[src/rtl/stepmania_pkg.sv]
// Shared types and constants for the 4-lane receptor playfield.
// Lane state encoding, lane count and default HID arrow keycodes.
package stepmania_pkg;

    typedef enum logic [1:0] {
        LANE_IDLE  = 2'd0,
        LANE_PRESS = 2'd1,
        LANE_DECAY = 2'd2
    } lane_state_t;

    localparam int NUM_LANES = 4;

    localparam logic [7:0] DEF_KEY_LEFT  = 8'h50;
    localparam logic [7:0] DEF_KEY_DOWN  = 8'h51;
    localparam logic [7:0] DEF_KEY_UP    = 8'h52;
    localparam logic [7:0] DEF_KEY_RIGHT = 8'h4F;

    // 8'h00 means "no key reported" and must never select a lane.
    function automatic logic key_match(input logic [7:0] code, input logic [7:0] key);
        return (code != 8'h00) && (code == key);
    endfunction

endpackage

[src/rtl/receptor_ctrl_if.sv]
// Keycode inputs and lane outputs of the receptor controller.
interface receptor_ctrl_if;
    logic [7:0] keycode0;
    logic [7:0] keycode1;
    logic [3:0] is_receptor;
    logic [3:0] press_pulse;
    logic       frame_tick;

    modport master (
        output keycode0,
        output keycode1,
        input  is_receptor,
        input  press_pulse,
        input  frame_tick
    );

    modport slave (
        input  keycode0,
        input  keycode1,
        output is_receptor,
        output press_pulse,
        output frame_tick
    );
endinterface

[src/rtl/receptor_lane.sv]
// Single-lane press/decay sequencer: lit while pressed and for FLASH_FRAMES
// frame ticks after release; also produces the new-press pulse.
//
//  state      | meaning
//  LANE_IDLE  | lane dark, waiting for its key
//  LANE_PRESS | key held, lane lit
//  LANE_DECAY | key released, lane lit until cnt frame ticks have elapsed
module receptor_lane
    import stepmania_pkg::*;
#(
    parameter int FLASH_FRAMES = 4
) (
    input  logic Clk,
    input  logic Reset,
    input  logic key,
    input  logic frame_tick,
    output logic lit,
    output logic press_pulse
);

    if (FLASH_FRAMES < 1 || FLASH_FRAMES > 15) begin : g_bad_flash
        $error("receptor_lane: FLASH_FRAMES must be in 1..15");
    end

    lane_state_t state, state_n;
    logic [3:0]  cnt, cnt_n;
    logic        key_q;

    always_ff @(posedge Clk or posedge Reset) begin
        if (Reset) begin
            state <= LANE_IDLE;
            cnt   <= 4'd0;
            key_q <= 1'b0;
        end else begin
            state <= state_n;
            cnt   <= cnt_n;
            key_q <= key;
        end
    end

    always_comb begin
        state_n = state;
        cnt_n   = cnt;
        unique case (state)
            LANE_IDLE: begin
                if (key) state_n = LANE_PRESS;
            end
            LANE_PRESS: begin
                if (!key) begin
                    state_n = LANE_DECAY;
                    cnt_n   = 4'(FLASH_FRAMES);
                end
            end
            LANE_DECAY: begin
                if (key) begin
                    state_n = LANE_PRESS;
                    cnt_n   = 4'd0;
                end else if (frame_tick) begin
                    if (cnt == 4'd1) begin
                        state_n = LANE_IDLE;
                        cnt_n   = 4'd0;
                    end else begin
                        cnt_n = cnt - 4'd1;
                    end
                end
            end
            default: begin
                state_n = LANE_IDLE;
                cnt_n   = 4'd0;
            end
        endcase
    end

    assign lit = (state != LANE_IDLE);

    // Held reset keeps the pulse quiet even while a key is already down.
    assign press_pulse = key & ~key_q & ~Reset;

endmodule

[src/rtl/receptor_ctrl.sv]
// Receptor sequencer top: keycode decode, frame_clk synchroniser and edge
// detect, four lane sequencers and the frame-stable is_receptor register.
module receptor_ctrl
    import stepmania_pkg::*;
#(
    parameter logic [7:0] KEY_LEFT     = DEF_KEY_LEFT,
    parameter logic [7:0] KEY_DOWN     = DEF_KEY_DOWN,
    parameter logic [7:0] KEY_UP       = DEF_KEY_UP,
    parameter logic [7:0] KEY_RIGHT    = DEF_KEY_RIGHT,
    parameter int         FLASH_FRAMES = 4
) (
    input  logic            Clk,
    input  logic            Reset,
    input  logic            frame_clk,
    receptor_ctrl_if.slave  bus
);

    localparam logic [8*NUM_LANES-1:0] LANE_KEYS = {KEY_RIGHT, KEY_UP, KEY_DOWN, KEY_LEFT};

    logic                 sync_a, sync_b, sync_prev;
    logic                 tick;
    logic [NUM_LANES-1:0] key;
    logic [NUM_LANES-1:0] lit;
    logic [NUM_LANES-1:0] pulse;
    logic [NUM_LANES-1:0] receptor_q;

    // Two synchroniser flops plus a registered edge detect: tick lands on the third Clk.
    always_ff @(posedge Clk or posedge Reset) begin
        if (Reset) begin
            sync_a    <= 1'b0;
            sync_b    <= 1'b0;
            sync_prev <= 1'b0;
            tick      <= 1'b0;
        end else begin
            sync_a    <= frame_clk;
            sync_b    <= sync_a;
            sync_prev <= sync_b;
            tick      <= sync_b & ~sync_prev;
        end
    end

    for (genvar i = 0; i < NUM_LANES; i++) begin : g_lane
        assign key[i] = key_match(bus.keycode0, LANE_KEYS[8*i +: 8]) |
                        key_match(bus.keycode1, LANE_KEYS[8*i +: 8]);

        receptor_lane #(
            .FLASH_FRAMES (FLASH_FRAMES)
        ) u_lane (
            .Clk         (Clk),
            .Reset       (Reset),
            .key         (key[i]),
            .frame_tick  (tick),
            .lit         (lit[i]),
            .press_pulse (pulse[i])
        );
    end

    // Captures the pre-transition lit vector so a lane never changes mid-frame.
    always_ff @(posedge Clk or posedge Reset) begin
        if (Reset) begin
            receptor_q <= '0;
        end else if (tick) begin
            receptor_q <= lit;
        end
    end

    assign bus.is_receptor = receptor_q;
    assign bus.press_pulse = pulse;
    assign bus.frame_tick  = tick;

endmodule

[src/flat_wrapper.sv]
// flat-port wrapper written by rule: the top's interface ports become plain ports
module receptor_ctrl_flat import stepmania_pkg::*;
#(
    parameter logic [7:0] KEY_LEFT     = DEF_KEY_LEFT,
    parameter logic [7:0] KEY_DOWN     = DEF_KEY_DOWN,
    parameter logic [7:0] KEY_UP       = DEF_KEY_UP,
    parameter logic [7:0] KEY_RIGHT    = DEF_KEY_RIGHT,
    parameter int         FLASH_FRAMES = 4
)
  (Clk, Reset, frame_clk, bus_keycode0, bus_keycode1, bus_is_receptor, bus_press_pulse, bus_frame_tick);
  receptor_ctrl_if bus_i ();
  input  logic Clk;
  input  logic Reset;
  input  logic frame_clk;
  input wire logic [$bits(bus_i.keycode0)-1:0] bus_keycode0;
  input wire logic [$bits(bus_i.keycode1)-1:0] bus_keycode1;
  output wire logic [$bits(bus_i.is_receptor)-1:0] bus_is_receptor;
  output wire logic [$bits(bus_i.press_pulse)-1:0] bus_press_pulse;
  output wire logic [$bits(bus_i.frame_tick)-1:0] bus_frame_tick;
  assign bus_i.keycode0 = bus_keycode0;
  assign bus_i.keycode1 = bus_keycode1;
  assign bus_is_receptor = bus_i.is_receptor;
  assign bus_press_pulse = bus_i.press_pulse;
  assign bus_frame_tick = bus_i.frame_tick;
  receptor_ctrl #(.KEY_LEFT(KEY_LEFT), .KEY_DOWN(KEY_DOWN), .KEY_UP(KEY_UP), .KEY_RIGHT(KEY_RIGHT), .FLASH_FRAMES(FLASH_FRAMES)) u_core (.Clk(Clk), .Reset(Reset), .frame_clk(frame_clk), .bus(bus_i));
endmodule
[config.mk]
export PLATFORM = sky130hd
export DESIGN_NAME = receptor_ctrl_flat
export DESIGN_NICKNAME = d
export VERILOG_FILES = /design/src/rtl/stepmania_pkg.sv /design/src/rtl/receptor_ctrl_if.sv /design/src/rtl/receptor_lane.sv /design/src/rtl/receptor_ctrl.sv /design/src/flat_wrapper.sv
export SDC_FILE = /design/constraint.sdc
export NUM_CORES = 1
export LEC_CHECK = 0
export CAP_MARGIN = 0
export CELL_PAD_IN_SITES_DETAIL_PLACEMENT = 1
export CELL_PAD_IN_SITES_GLOBAL_PLACEMENT = 1
export CORE_ASPECT_RATIO = 1.25
export CORE_UTILIZATION = 32
export CTS_BUF_LIST = sky130_fd_sc_hd__clkbuf_4 sky130_fd_sc_hd__clkbuf_8
export CTS_CLUSTER_DIAMETER = 100
export DETAILED_ROUTE_END_ITERATION = 7
export GPL_ROUTABILITY_DRIVEN = 0
export PLACE_DENSITY = 0.63
export SLEW_MARGIN = 20
export SYNTH_ARGS = -nofsm -noshare
export SYNTH_HDL_FRONTEND = slang
export SYNTH_SLANG_ARGS = --single-unit
[constraint.sdc]
create_clock -name Clk -period 2.4 [get_ports Clk]
set_input_delay 0.48 -clock Clk [delete_from_list [all_inputs] [get_ports Clk]]
set_output_delay 0.48 -clock Clk [all_outputs]
set_load 0.05 [all_outputs]
==> qor.txt <==
SETUP PATH
----------------------------------------------------------------------------------------
Setup Crit Path Kind                                                           in -> out
Largest stage delay, worst path                                                  0.31 ns
Data required time at the worst endpoint                                         1.92 ns
Data arrival time at the worst-slack endpoint                                    1.86 ns
Critical path launch point type                                                input pin
Sequence of cells on the critical path                                      dlygate4sd2_1, nor4bb_4, and4_4, nor2_2, nor3_2, buf_4, buf_12
CP max stage cell                                                           sky130_fd_sc_hd__nor4bb_4
Crit path max fanout                                                                   3
CP endpoint kind                                                            primary output

YOSYS
----------------------------------------------------------------------------------------
Largest family of logic cells by synthesized area                           simple AND/OR/NAND/NOR gates
Synth Cell Area                                                             0.00243 mm^2
Post-synthesis compound-gate area fraction                                         14.8%
Top area cells in the synthesized netlist                                   sky130_fd_sc_hd__dfrtp_1, sky130_fd_sc_hd__ha_1, sky130_fd_sc_hd__inv_1
Yosys reg bits                                                                        36
Synthesis warning total                                                                0
Largest area contributor in the synthesized netlist                         sky130_fd_sc_hd__dfrtp_1
Number of nets in the synthesized netlist                                            296
Adder-Cell Fraction of Synth Area                                                  12.9%
Parity-gate share of the synthesized area counting xor and xnor cells                 0%
Cells after Synth                                                                    252
Number of enable flip-flop cells after synthesis                                       0
Simple-gate area share of the yosys netlist                                        20.6%
Share of flip-flops with an asynchronous set or reset after synthesis               100%
Primary FF master, synth                                                    sky130_fd_sc_hd__dfrtp_1
Fraction of the yosys area taken by sequential cells                               37.1%
Area share of the largest cell type after synthesis                                37.1%
Multiplexer share of the synthesized area                                          6.43%
Mean instance size in the synthesized netlist                                  9.65 um^2
Distinct cells, synth                                                                 55

POWER AND IR DROP
----------------------------------------------------------------------------------------
Maximum ir drop on the vdd rail                                               0.000397 V
P_leak                                                                           1.49 nW
Pwr per Cell Area                                                            897 mW/mm^2
Post-layout power                                                                2.84 mW

GRT
----------------------------------------------------------------------------------------
Number of antenna violations at the first check in global routing                      0
Largest net degree at the start of global routing                                     15
First-pass GRT wire length                                                       10.4 mm
GR Util All Layers                                                                 16.9%
Global route overflow                                                                  0
Number of global-route vias before repair                                           2218

ROUTING
----------------------------------------------------------------------------------------
DRT Wirelength                                                                   6.04 mm
Mean routed wirelength per cell                                                  15.1 um
First-iteration detailed-routing DRC count                                            50
Number of nets with antenna violations after routing                                   0
Number of search-and-repair iterations in the first detailed-routing pass              4
Count of vias placed by the detailed router                                         2026
Via density per instance                                                            5.07
Post-route DRC violation count                                                         0

STA
----------------------------------------------------------------------------------------
Measured slew at the worst slew-check pin                                       0.494 ns
Minimum clock period                                                             2.34 ns
Pins Over Slew Limit                                                                   0
Worst setup slack after layout                                                 0.0643 ns
Final cycle utilization of the critical path                                       97.3%
Worst relative slew slack                                                          67.0%
Fmax                                                                             428 MHz
Setup violation total in the final timing report                                       0
Clock skew                                                                    0.00847 ns
Number of failing hold endpoints at the final stage                                    0

FLOW RUN
----------------------------------------------------------------------------------------
Number of max-cap violations                                                           0

FINISH
----------------------------------------------------------------------------------------
Final standard cell count with taps included and fillers excluded                    400
Finished Cell Area                                                          0.00317 mm^2
Number of diodes                                                                       0
Layout Nets                                                                          352
Fraction of final layout cells sized beyond drive strength 1                       21.8%
Synth-to-layout area growth                                                        30.3%

STATUS
----------------------------------------------------------------------------------------
Outcome                                                                     complete, no violations

PLACE
----------------------------------------------------------------------------------------
Number of I/O port buffers                                                            27
HPWL after detailed placement                                                    4.72 mm
Number of placed instances, taps included                                            390
Placed inst area                                                            0.00300 mm^2
Worst Setup Slack post-DPL                                                     -0.283 ns

FLOORPLAN
----------------------------------------------------------------------------------------
Starting utilization of the core area                                              33.0%
Core Rows                                                                             35
Placeable Area                                                              0.00736 mm^2
I/O pin cnt                                                                           28
Total Die Area                                                              0.00795 mm^2
Die Wd                                                                           80.0 um
Die height                                                                       99.5 um

CLOCK TREE
----------------------------------------------------------------------------------------
CTS buffer count                                                                       5
Clock tree from TritonCTS                                                            yes
H-Tree Level Count                                                                     2
Clock slew at reported path FFs                                                  0.07 ns
Clock latency on the worst-skew pair                                             0.29 ns
Largest buffer count on any clock path                                                 2
Number of sinks driven by the clock tree                                              36
Root Buffer Master                                                          sky130_fd_sc_hd__clkbuf_8

HOLD PATH
----------------------------------------------------------------------------------------
Type of the most critical hold path                                           reg -> reg

-- cell type report --
cell class	instances	area (um^2)
Tap cell	92	115
Clock buffer	6	76.3
Multi-Input combinational cell	172	1410
Timing Repair Buffer	58	528
Inverter	35	131
Sequential cell	36	901
Clock inverter	1	5.00
Fill cell	863	4190
-- final timing paths --
check	start	endpoint	slack [ns]	cells after the start
setup / recovery	bus_keycode1[5]	bus_press_pulse[3]	0.06	7
hold / removal	u_core.sync_a$_DFF_PP0_	u_core.sync_b$_DFF_PP0_	0.35	0
setup reg to reg	u_core.g_lane[2].u_lane.cnt[1]$_DFFE_PP0P_	u_core.g_lane[2].u_lane.state[0]$_DFFE_PP0P_	0.54	6
hold reg to reg	u_core.sync_a$_DFF_PP0_	u_core.sync_b$_DFF_PP0_	0.35	0
max in group asynchronous	Reset	u_core.g_lane[2].u_lane.cnt[2]$_DFFE_PP0P_	1.10	3
min in group asynchronous	Reset	u_core.g_lane[0].u_lane.state[0]$_DFFE_PP0P_	0.76	2
-- cell usage in the layout (no fill, tap or decap), drive strengths merged, types with 3 or more instances in the layout --
cell type / netlist / routed
buf: 7 / 35
mux2i: 4 / 4
o31ai: 3 / 3
nor4b: 7 / 7
nand3: 6 / 6
nor3: 10 / 10
dlygate4sd2: 0 / 12
nand2b: 3 / 3
nor4: 4 / 4
dfrtp: 36 / 36
clkdlybuf4s50: 0 / 7
o21ai: 13 / 13
nor2: 12 / 12
clkdlybuf4s15: 0 / 4
a21oi: 13 / 13
and4: 4 / 4
nand2: 14 / 14
inv: 35 / 35
nand4: 3 / 3
nor3b: 5 / 5
clkbuf: 2 / 6
ha: 25 / 25
mux2: 10 / 10
-- power breakdown --
part           internal, mW  total [mW]  switching (mW)
Sequential            0.772       0.902           0.130
Clock                 0.209       0.427           0.218
Combinational         0.664        1.51           0.849
Total                  1.64        2.84            1.20
-- metrics by stage --
step / util [%] / hold WS, ns / setup TNS, ns
final: 43.1 / 0.351 / 0
after floorplan: - / 0.331 / 0
after global placement: 40.7 / 0.334 / -2.14
after detailed placement: 40.7 / 0.336 / -2.13
after global routing: 43.1 / 0.357 / -0.00349
after CTS: 42.9 / 0.359 / 0
-- Yosys cell counts, types with 5 or more instances --
master and count:
sky130_fd_sc_hd__buf_4 5, sky130_fd_sc_hd__nand3_1 6, sky130_fd_sc_hd__dfrtp_1 36, sky130_fd_sc_hd__nor3b_1 5
sky130_fd_sc_hd__a21oi_1 13, sky130_fd_sc_hd__o21ai_0 11, sky130_fd_sc_hd__nor4b_1 5, sky130_fd_sc_hd__nor2_1 11
sky130_fd_sc_hd__mux2_1 5, sky130_fd_sc_hd__nand2_1 14, sky130_fd_sc_hd__inv_1 35, sky130_fd_sc_hd__nor3_1 10
sky130_fd_sc_hd__ha_1 25
-- critical path: cells and delay by family --
kind,cells,cell delay (ns)
buf+inv,3,0.57
simple gates,4,0.79
-- flip-flops by register name, indices dropped and copies added (netlist names) --
name                        count
u_core.sync_b                   1
u_core.sync_a                   1
u_core.g_lane.u_lane.cnt       16
u_core.bus.is_receptor          4
u_core.g_lane.u_lane.state      8
u_core.g_lane.u_lane.key_q      4
u_core.sync_prev                1
u_core.bus.frame_tick           1
-- logic make-up after synthesis --
logic type,count (synthesis)
and+or+nand+nor,81
AOI/OAI and AO/OA,52
buffers and inverters,44
DFF,36
adders and majority gates,25
muxes,14
-- layer usage --
layer  vias to the layer above  wire length [um]  track usage [%]
li1                       1005                 -                -
met1                       991              2620             19.1
met2                        25              3210             31.8
met3                         5               148             3.49
met4                         0                62             4.12
met5                         -                 0                0
-- repair_timing --
item / in CTS / in global routing
setup buffers: 3 / 0
pin swaps: 10 / 9
resized for setup: 28 / 6
setup endpoints to repair: 4 / 2
hold buffers: 0 / 0
(Power assumes the default switching activity.)
